[config.mk]
export PLATFORM = sky130hd
export DESIGN_NAME = wishbone_master_flat
export DESIGN_NICKNAME = d
export VERILOG_FILES = /design/src/rtl/wishbone_master_if.sv /design/src/rtl/wishbone_master.sv /design/src/flat_wrapper.sv
export SDC_FILE = /design/constraint.sdc
export NUM_CORES = 1
export LEC_CHECK = 0
export CORE_ASPECT_RATIO = 1.1
export CORE_MARGIN = 1
export CORE_UTILIZATION = 42
export DETAILED_ROUTE_END_ITERATION = 6
export PLACE_DENSITY = 0.95
export SLEW_MARGIN = 20
export SYNTH_ARGS = -nofsm -noshare
export SYNTH_HDL_FRONTEND = slang
export SYNTH_SLANG_ARGS = --single-unit
[constraint.sdc]
create_clock -name clk_i -period 3.92 [get_ports clk_i]
set_clock_uncertainty 0.15 [all_clocks]
set_input_delay 0.784 -clock clk_i [delete_from_list [all_inputs] [get_ports clk_i]]
set_output_delay 0.784 -clock clk_i [all_outputs]
set_load 0.02 [all_outputs]
[src/rtl/wishbone_master_if.sv]
// Core request/response channel plus Wishbone classic bus signals for
// wishbone_master. The master modport is the view seen by the master itself.
// The slave modport is the view seen by the core and by the bus device.
interface wishbone_master_if #(
  parameter int ADDR_WIDTH = 32,
  parameter int DATA_WIDTH = 32
) ();
  // core side
  logic                  req_valid_i;
  logic                  req_ready_o;
  logic [ADDR_WIDTH-1:0] req_addr_i;
  logic [DATA_WIDTH-1:0] req_wdata_i;
  logic                  req_we_i;
  logic                  resp_valid_o;
  logic [DATA_WIDTH-1:0] resp_rdata_o;
  logic                  resp_err_o;
  // bus side
  logic                  cyc_o;
  logic                  stb_o;
  logic                  we_o;
  logic                  sel_o;
  logic [ADDR_WIDTH-1:0] addr_o;
  logic [DATA_WIDTH-1:0] data_o;
  logic [DATA_WIDTH-1:0] data_i;
  logic                  ack_i;

  modport master (
    input  req_valid_i, req_addr_i, req_wdata_i, req_we_i, data_i, ack_i,
    output req_ready_o, resp_valid_o, resp_rdata_o, resp_err_o,
           cyc_o, stb_o, we_o, sel_o, addr_o, data_o
  );

  modport slave (
    output req_valid_i, req_addr_i, req_wdata_i, req_we_i, data_i, ack_i,
    input  req_ready_o, resp_valid_o, resp_rdata_o, resp_err_o,
           cyc_o, stb_o, we_o, sel_o, addr_o, data_o
  );
endinterface

[src/rtl/wishbone_master.sv]
// Single-outstanding Wishbone classic master.
// It accepts one core load/store and runs one bus cycle. It then returns a
// one-cycle response. A missing ack becomes an error after TIMEOUT_CYCLES bus
// cycles, or never if TIMEOUT_CYCLES is 0.
module wishbone_master #(
  parameter int ADDR_WIDTH     = 32,
  parameter int DATA_WIDTH     = 32,
  parameter int TIMEOUT_CYCLES = 16
) (
  input logic               clk_i,
  input logic               rst_i,
  wishbone_master_if.master bus
);
  localparam int CNT_W = ($clog2(TIMEOUT_CYCLES + 1) < 1) ? 1 : $clog2(TIMEOUT_CYCLES + 1);
  // Counter value in the last bus cycle before a timeout.
  localparam logic [CNT_W-1:0] CNT_LAST = CNT_W'(TIMEOUT_CYCLES - 1);

  typedef enum logic [1:0] {IDLE, BUS, RESP} state_t;

  state_t           state;
  logic [CNT_W-1:0] cnt;
  logic             to_hit;

  // The counter starts at 0 in the first bus cycle. The timeout therefore
  // fires after exactly TIMEOUT_CYCLES cycles with strobe high.
  assign to_hit = (TIMEOUT_CYCLES != 0) && (cnt == CNT_LAST);

  // Ready is independent of req_valid, so the core may wait on it combinationally.
  assign bus.req_ready_o = (state == IDLE) && !rst_i;

  // Request FSM with all bus and response outputs registered.
  always_ff @(posedge clk_i) begin
    if (rst_i) begin
      state            <= IDLE;
      cnt              <= '0;
      bus.cyc_o        <= 1'b0;
      bus.stb_o        <= 1'b0;
      bus.we_o         <= 1'b0;
      bus.sel_o        <= 1'b0;
      bus.addr_o       <= '0;
      bus.data_o       <= '0;
      bus.resp_valid_o <= 1'b0;
      bus.resp_err_o   <= 1'b0;
      bus.resp_rdata_o <= '0;
    end else begin
      bus.resp_valid_o <= 1'b0;
      case (state)
        IDLE: begin
          if (bus.req_valid_i) begin
            bus.addr_o <= bus.req_addr_i;
            bus.data_o <= bus.req_wdata_i;
            bus.we_o   <= bus.req_we_i;
            bus.cyc_o  <= 1'b1;
            bus.stb_o  <= 1'b1;
            bus.sel_o  <= 1'b1;
            cnt        <= '0;
            state      <= BUS;
          end
        end
        BUS: begin
          if (bus.ack_i) begin
            // Ack beats a simultaneous timeout.
            bus.resp_rdata_o <= bus.we_o ? '0 : bus.data_i;
            bus.resp_err_o   <= 1'b0;
            bus.resp_valid_o <= 1'b1;
            bus.cyc_o        <= 1'b0;
            bus.stb_o        <= 1'b0;
            bus.sel_o        <= 1'b0;
            bus.we_o         <= 1'b0;
            state            <= RESP;
          end else if (to_hit) begin
            bus.resp_rdata_o <= '0;
            bus.resp_err_o   <= 1'b1;
            bus.resp_valid_o <= 1'b1;
            bus.cyc_o        <= 1'b0;
            bus.stb_o        <= 1'b0;
            bus.sel_o        <= 1'b0;
            bus.we_o         <= 1'b0;
            state            <= RESP;
          end else if (cnt != '1) begin
            // Saturates so that a disabled timeout can never wrap into a false hit.
            cnt <= cnt + CNT_W'(1);
          end
        end
        RESP: begin
          state <= IDLE;
        end
        default: begin
          state <= IDLE;
        end
      endcase
    end
  end
endmodule

[src/flat_wrapper.sv]
// flat-port wrapper written by rule: the top's interface ports become plain ports
module wishbone_master_flat 
#(
  parameter int ADDR_WIDTH     = 32,
  parameter int DATA_WIDTH     = 32,
  parameter int TIMEOUT_CYCLES = 16
)
  (clk_i, rst_i, bus_req_valid_i, bus_req_addr_i, bus_req_wdata_i, bus_req_we_i, bus_data_i, bus_ack_i, bus_req_ready_o, bus_resp_valid_o, bus_resp_rdata_o, bus_resp_err_o, bus_cyc_o, bus_stb_o, bus_we_o, bus_sel_o, bus_addr_o, bus_data_o);
  wishbone_master_if #(.ADDR_WIDTH(ADDR_WIDTH), .DATA_WIDTH(DATA_WIDTH)) bus_i ();
  input logic clk_i;
  input logic rst_i;
  input wire logic [$bits(bus_i.req_valid_i)-1:0] bus_req_valid_i;
  input wire logic [$bits(bus_i.req_addr_i)-1:0] bus_req_addr_i;
  input wire logic [$bits(bus_i.req_wdata_i)-1:0] bus_req_wdata_i;
  input wire logic [$bits(bus_i.req_we_i)-1:0] bus_req_we_i;
  input wire logic [$bits(bus_i.data_i)-1:0] bus_data_i;
  input wire logic [$bits(bus_i.ack_i)-1:0] bus_ack_i;
  output wire logic [$bits(bus_i.req_ready_o)-1:0] bus_req_ready_o;
  output wire logic [$bits(bus_i.resp_valid_o)-1:0] bus_resp_valid_o;
  output wire logic [$bits(bus_i.resp_rdata_o)-1:0] bus_resp_rdata_o;
  output wire logic [$bits(bus_i.resp_err_o)-1:0] bus_resp_err_o;
  output wire logic [$bits(bus_i.cyc_o)-1:0] bus_cyc_o;
  output wire logic [$bits(bus_i.stb_o)-1:0] bus_stb_o;
  output wire logic [$bits(bus_i.we_o)-1:0] bus_we_o;
  output wire logic [$bits(bus_i.sel_o)-1:0] bus_sel_o;
  output wire logic [$bits(bus_i.addr_o)-1:0] bus_addr_o;
  output wire logic [$bits(bus_i.data_o)-1:0] bus_data_o;
  assign bus_i.req_valid_i = bus_req_valid_i;
  assign bus_i.req_addr_i = bus_req_addr_i;
  assign bus_i.req_wdata_i = bus_req_wdata_i;
  assign bus_i.req_we_i = bus_req_we_i;
  assign bus_i.data_i = bus_data_i;
  assign bus_i.ack_i = bus_ack_i;
  assign bus_req_ready_o = bus_i.req_ready_o;
  assign bus_resp_valid_o = bus_i.resp_valid_o;
  assign bus_resp_rdata_o = bus_i.resp_rdata_o;
  assign bus_resp_err_o = bus_i.resp_err_o;
  assign bus_cyc_o = bus_i.cyc_o;
  assign bus_stb_o = bus_i.stb_o;
  assign bus_we_o = bus_i.we_o;
  assign bus_sel_o = bus_i.sel_o;
  assign bus_addr_o = bus_i.addr_o;
  assign bus_data_o = bus_i.data_o;
  wishbone_master #(.ADDR_WIDTH(ADDR_WIDTH), .DATA_WIDTH(DATA_WIDTH), .TIMEOUT_CYCLES(TIMEOUT_CYCLES)) u_core (.clk_i(clk_i), .rst_i(rst_i), .bus(bus_i));
endmodule
# Word level (Yosys, flattened, before mapping)
# Cells that the tools add are included.
classes:
  muxes: 22
  reduce_logical: 11
  bitwise_logic: 1
  n_eq_ne: 8
  n_addsub: 1
ops:
  columns: ["cell", "count"]
  rows:
  - ["32-bit 2-to-1 mux", 3]
  - ["5-bit 2-to-1 mux", 4]
  - ["5-bit one-hot mux with 2 select lines", 1]
  - ["1-bit 2-to-1 mux", 8]
  - ["2-bit 2-to-1 mux", 3]
  - ["2-bit != test (second input constant)", 3]
  - ["2-bit AND reduction", 3]
  - ["5-bit by 1-bit adder with 5-bit output (second input constant)", 1]
  - ["5-bit by 4-bit == test with 1-bit output (second input constant)", 1]
  - ["5-bit != test (second input constant)", 1]
  - ["5-bit AND reduction", 1]
  - ["1-bit one-hot mux with 2 select lines", 2]
  - ["2-bit one-hot mux with 2 select lines", 1]
  - ["2-bit nonzero test", 2]
  - ["3-bit by 2-bit != test with 1-bit output (second input constant)", 1]
  - ["3-bit AND reduction", 1]
  - ["2-bit by 1-bit == test with 1-bit output (second input constant)", 1]
  - ["2-bit logical NOT", 1]
  - ["2-bit by 1-bit != test with 1-bit output (second input constant)", 1]
  - ["2-bit OR reduction", 1]
  - ["1-bit logical AND", 1]
  - ["1-bit logical NOT", 1]
  - ["1-bit inverter", 1]
totals:
  inputBits: 101
  wordCells: 52
  register_bits: 107
  out_inout_bits: 103

# Logic depth before layout (Yosys ltp)
logic_depth:
  ltp_word: 5
  mapped_depth: 7
  mapped_depth_nobuf: 6

# Worst setup path after synthesis
# Ideal clock, no wire load.
synth_timing:
  path_type: "input -> output"
  startpoint: "input rst_i"
  endpoint: "output bus_req_ready_o"
  path_buffers: 2
  path_stages: 3
  arrival_ps: 1626
  path_slack_ps: 1360
  required_time_ps: 2986
  cell_sequence: "clkbuf_1 > clkbuf_1 > nor3_1"
synth_between:
  elab_chain_len: 2
synth_rtl:
  columns: ["element", "line_no", "text"]
  rows:
  - ["from (decl)", "flat_wrapper.sv:11", "input logic rst_i;"]
  - ["1-bit logical NOT", "wishbone_master.sv:29", "assign bus.req_ready_o = (state == IDLE) && !rst_i;"]
  - ["1-bit logical AND", "wishbone_master.sv:29", null]
  - ["to (decl)", "flat_wrapper.sv:18", "output wire logic [$bits(bus_i.req_ready_o)-1:0] bus_req_ready_o;"]
# No other way between the ends.

# Worst setup path after layout
layout_timing:
  startpoint: "register u_core.state[1]"
  endpoint: "output bus_req_ready_o"
layout_between:
  elab_chain_len: 2
layout_rtl:
  columns: ["element", "line_no", "text"]
  rows:
  - ["from (decl)", "wishbone_master.sv:20", "state_t state;"]
  - ["from (signal assigned)", "wishbone_master.sv:34", "state <= IDLE;"]
  - ["from (signal assigned)", "wishbone_master.sv:57", "state <= BUS;"]
  - ["from (signal assigned)", "wishbone_master.sv:70", "state <= RESP;"]
  - ["2-bit logical NOT", "wishbone_master.sv:29", null]
  - ["1-bit logical AND", "wishbone_master.sv:29", null]
# No other way between the ends.

==> flow_summary_export.csv <==
group,metric,value,unit
status,status,"finished, final reports clean",
power,netSwitchingPower,620.5,uW
synthesis,synth_edf_count,0,
timing,post-route-min-period,2660,ps
synthesis,synth_async_sr_flop_share,0,%
global_routing,grt_max_degree,111,
setup_path,critPathLaunchType,"register",
power,power_density,391.2,nW/um^2
setup_path,critPathCapture,"bus_req_ready_o",
global_routing,first_global_vias,3738,
die,coreArea,8919,sq um
setup_path,reg2reg_from,"u_core.cnt[0]",
detailed_routing,drtPass1Iterations,4,
timing,tightest_slew,1074,ps
detailed_routing,antenna_left,0,
synthesis,synth_top_area_share,55.15,%
final_layout,areaGrowthSynthToFinish,59.34,%
synthesis,ys.flop_type,"dfxtp_1",
synthesis,synthXorXnorAreaFrac,0,%
power,pwr-share-comb,18.9,%
final_layout,n_antenna_cell,0,
cts,clock_latency,360,ps
detailed_routing,vias,3872,
synthesis,synthMuxAreaShare,0.5477,%
final_layout,final_cell_mix,"202 x clkdlybuf4s50_1, 161 x nand2_1, 107 x dfxtp_1, 100 x a21oi_1, 21 x o21ai_1",
timing,fmax,0.3760,GHz
timing,post-route-period-util,67.85,%
power,seqPwrFrac,48.7,%
setup_path,r2r_end,"u_core.cnt[4]",
cts,postCtsSetupRepairBufs,0,
min_path,hold_depth,2,
timing,finalHoldViolCount,0,
global_routing,grt_pass1_wl,16670,um
die,core.rowCount,36,
global_routing,antenna_found_initial,0,
cts,clockBufferDepth,2,
synthesis,synth_fp_nets,585,
final_layout,nFillCells,677,
timing,slew_violations,0,
power,p_int,1800,uW
global_routing,gr-total-overflow,0,
die,die_w,93.69,um
placed_design,routabilityCongestion,0.7287,
final_layout,final_common_cell,"clkdlybuf4s50_1",
setup_path,crit_path_max_fanout,8,
final_layout,nNetsFinal,763,
die,io-pin-count,204,
cts,cts_tree,"done",
final_layout,drive_gt1_share,4.223,%
power,p_clk_share,32.5,%
global_routing,grt_usage,22.02,%
synthesis,ys_seq_elements,107,
min_path,hp-class,"reg2reg",
power,switching_share,25.63,%
cts,clockRootBuffer,"clkbuf_8",
synthesis,netlist_area,3884,sq um
synthesis,syn_avg_cell_area,8.074,sq um
die,dieHeight,102.9,um
setup_path,crit_path_start,"u_core.state[1]",
timing,rsz0062_at_grt,"no",
setup_path,cp_data_arrival_time,1730,ps
power,ir_drop,0.2321,mV
synthesis,yosysTopAreaCell,"dfxtp_1",
synthesis,yosys.area_share.adder,0.9665,%
detailed_routing,wl,11030,um
synthesis,ys_seq_area_share,55.15,%
setup_path,reg2reg_slack,1580,ps
job,maxCapViolCount,0,
cts,cts_buffers,9,
timing,tns,0,ps
power,finalPower,2421,uW
cts,ctsResizeCount,0,
detailed_routing,drc_errors,0,
placed_design,place.detailed.hpwl,7888,um
cts,cts.sinks,107,
synthesis,synth_top_family_by_area,"simple AND/OR/NAND/NOR gates",
setup_path,cp-end-kind,"output pin",
timing,relSlewSlack,28.43,%
synthesis,syn_inst,481,
synthesis,synth_compound_area_share,19.17,%
cts,cts.hold.buffers_added,0,
setup_path,worst-setup-path-type,"reg2out",
timing,setup_viol,0,
setup_path,critical_path_required,2990,ps
synthesis,synth_cell_types,31,
synthesis,yosys.area_share.simple,19.20,%
die,start_util,43.55,%
detailed_routing,vias_per_cell,4.983,
detailed_routing,drt_iter0_drc,112,
cts,clkTransAtPathRegs,90,ps
cts,ctsHtreeMaxLevel,3,
placed_design,placed_area,5949,sq um
synthesis,ys_warn_count,0,
final_layout,fin_area,6188,sq um
setup_path,r2r_cells,6,
synthesis,synth_area_leaders,"dfxtp_1 55%, nand2_1 16%, a21oi_1 13%",
detailed_routing,post_drt_wl_per_cell,14.19,um
placed_design,numPortBuffers,203,
power,p_leak,0.002214,uW
die,die_area,9636,sq um
-- critical path, cell delays in order (launching register included) --
cell and delay, ps:
dfxtp_1 440, nor3_1 270, clkdlybuf4s50_1 660
-- worst min path at each step --
stage | startpoint | endpoint
2_1_floorplan | u_core.cnt[2] | u_core.cnt[2]
3_3_place_gp | u_core.bus.data_o[2] | u_core.bus.data_o[2]
3_5_place_dp | u_core.bus.data_o[28] | u_core.bus.data_o[28]
4_1_cts | u_core.bus.data_o[28] | u_core.bus.data_o[28]
5_1_grt | u_core.bus.data_o[28] | u_core.bus.data_o[28]
6_report | u_core.bus.data_o[28] | u_core.bus.data_o[28]
-- layer usage --
metal | track usage, % | wire (um)
met5 | 0 | 0
met4 | 9.112 | 293
met3 | 6.047 | 825
met2 | 40.71 | 5708
met1 | 23.63 | 4198
-- cell type report --
class                      count  area, sq um  area share (%)
clock buffer                   9        123.9           2.002
multi-input combinational    330         1577           25.48
timing repair buffer         208         2079           33.60
sequential                   107         2142           34.61
inverter                       3        11.26          0.1820
clock inverter                 6        112.6           1.820
tap                          114        142.6           2.305
-- logic make-up (layout without fill, tap and decap cells) --
group	count (synthesis)	in the layout
adder cells (fa/ha/maj)	3	3
AO/OA/AOI/OAI	142	142
buffers and inverters	44	226
multiplexers	2	2
AND/OR/NAND/NOR	183	183
flip-flops	107	107
-- synthesized netlist by cell type (all sizes together) (2+ instances only) --
library cell	instances
nand3	2
dfxtp	107
a211oi	3
a21oi	101
ha	3
or3b	2
nand2	161
nor2	3
nor3	4
nand2b	4
o21ai	33
clkbuf	23
buf	18
inv	3
-- per-stage QoR --
step	utilization, %	worst slack, ps	hold slack, ps	cells
floorplan	-	1360	305.1	481
global placement	66.68	1025	291.7	762
detailed placement	66.71	1166	295.9	762
CTS	69.36	1252	308.8	777
global route	69.39	1163	330.0	777
finish	69.39	1260	306.4	777
-- state kept, by name (all words and copies together) (netlist names) --
| register | cells |
|---|---|
| u_core.cnt | 5 |
| u_core.bus.data_o | 32 |
| u_core.bus.cyc_o | 1 |
| u_core.bus.we_o | 1 |
| u_core.bus.addr_o | 32 |
| u_core.state | 2 |
| u_core.bus.resp_err_o | 1 |
| u_core.bus.resp_rdata_o | 32 |
| u_core.bus.resp_valid_o | 1 |
-- power by group through the flow --
stage | Combinational (uW) | Clock (uW) | Sequential [uW]
after CTS | 460 | 802 | 1180
final | 457 | 786 | 1180
after global routing | 490 | 841 | 1190
after floorplan | 144 | 0 | 1270
after detailed placement | 457 | 0 | 1200
after global placement | 446 | 0 | 1200
Note: power is estimated with default switching activity, not from simulation.
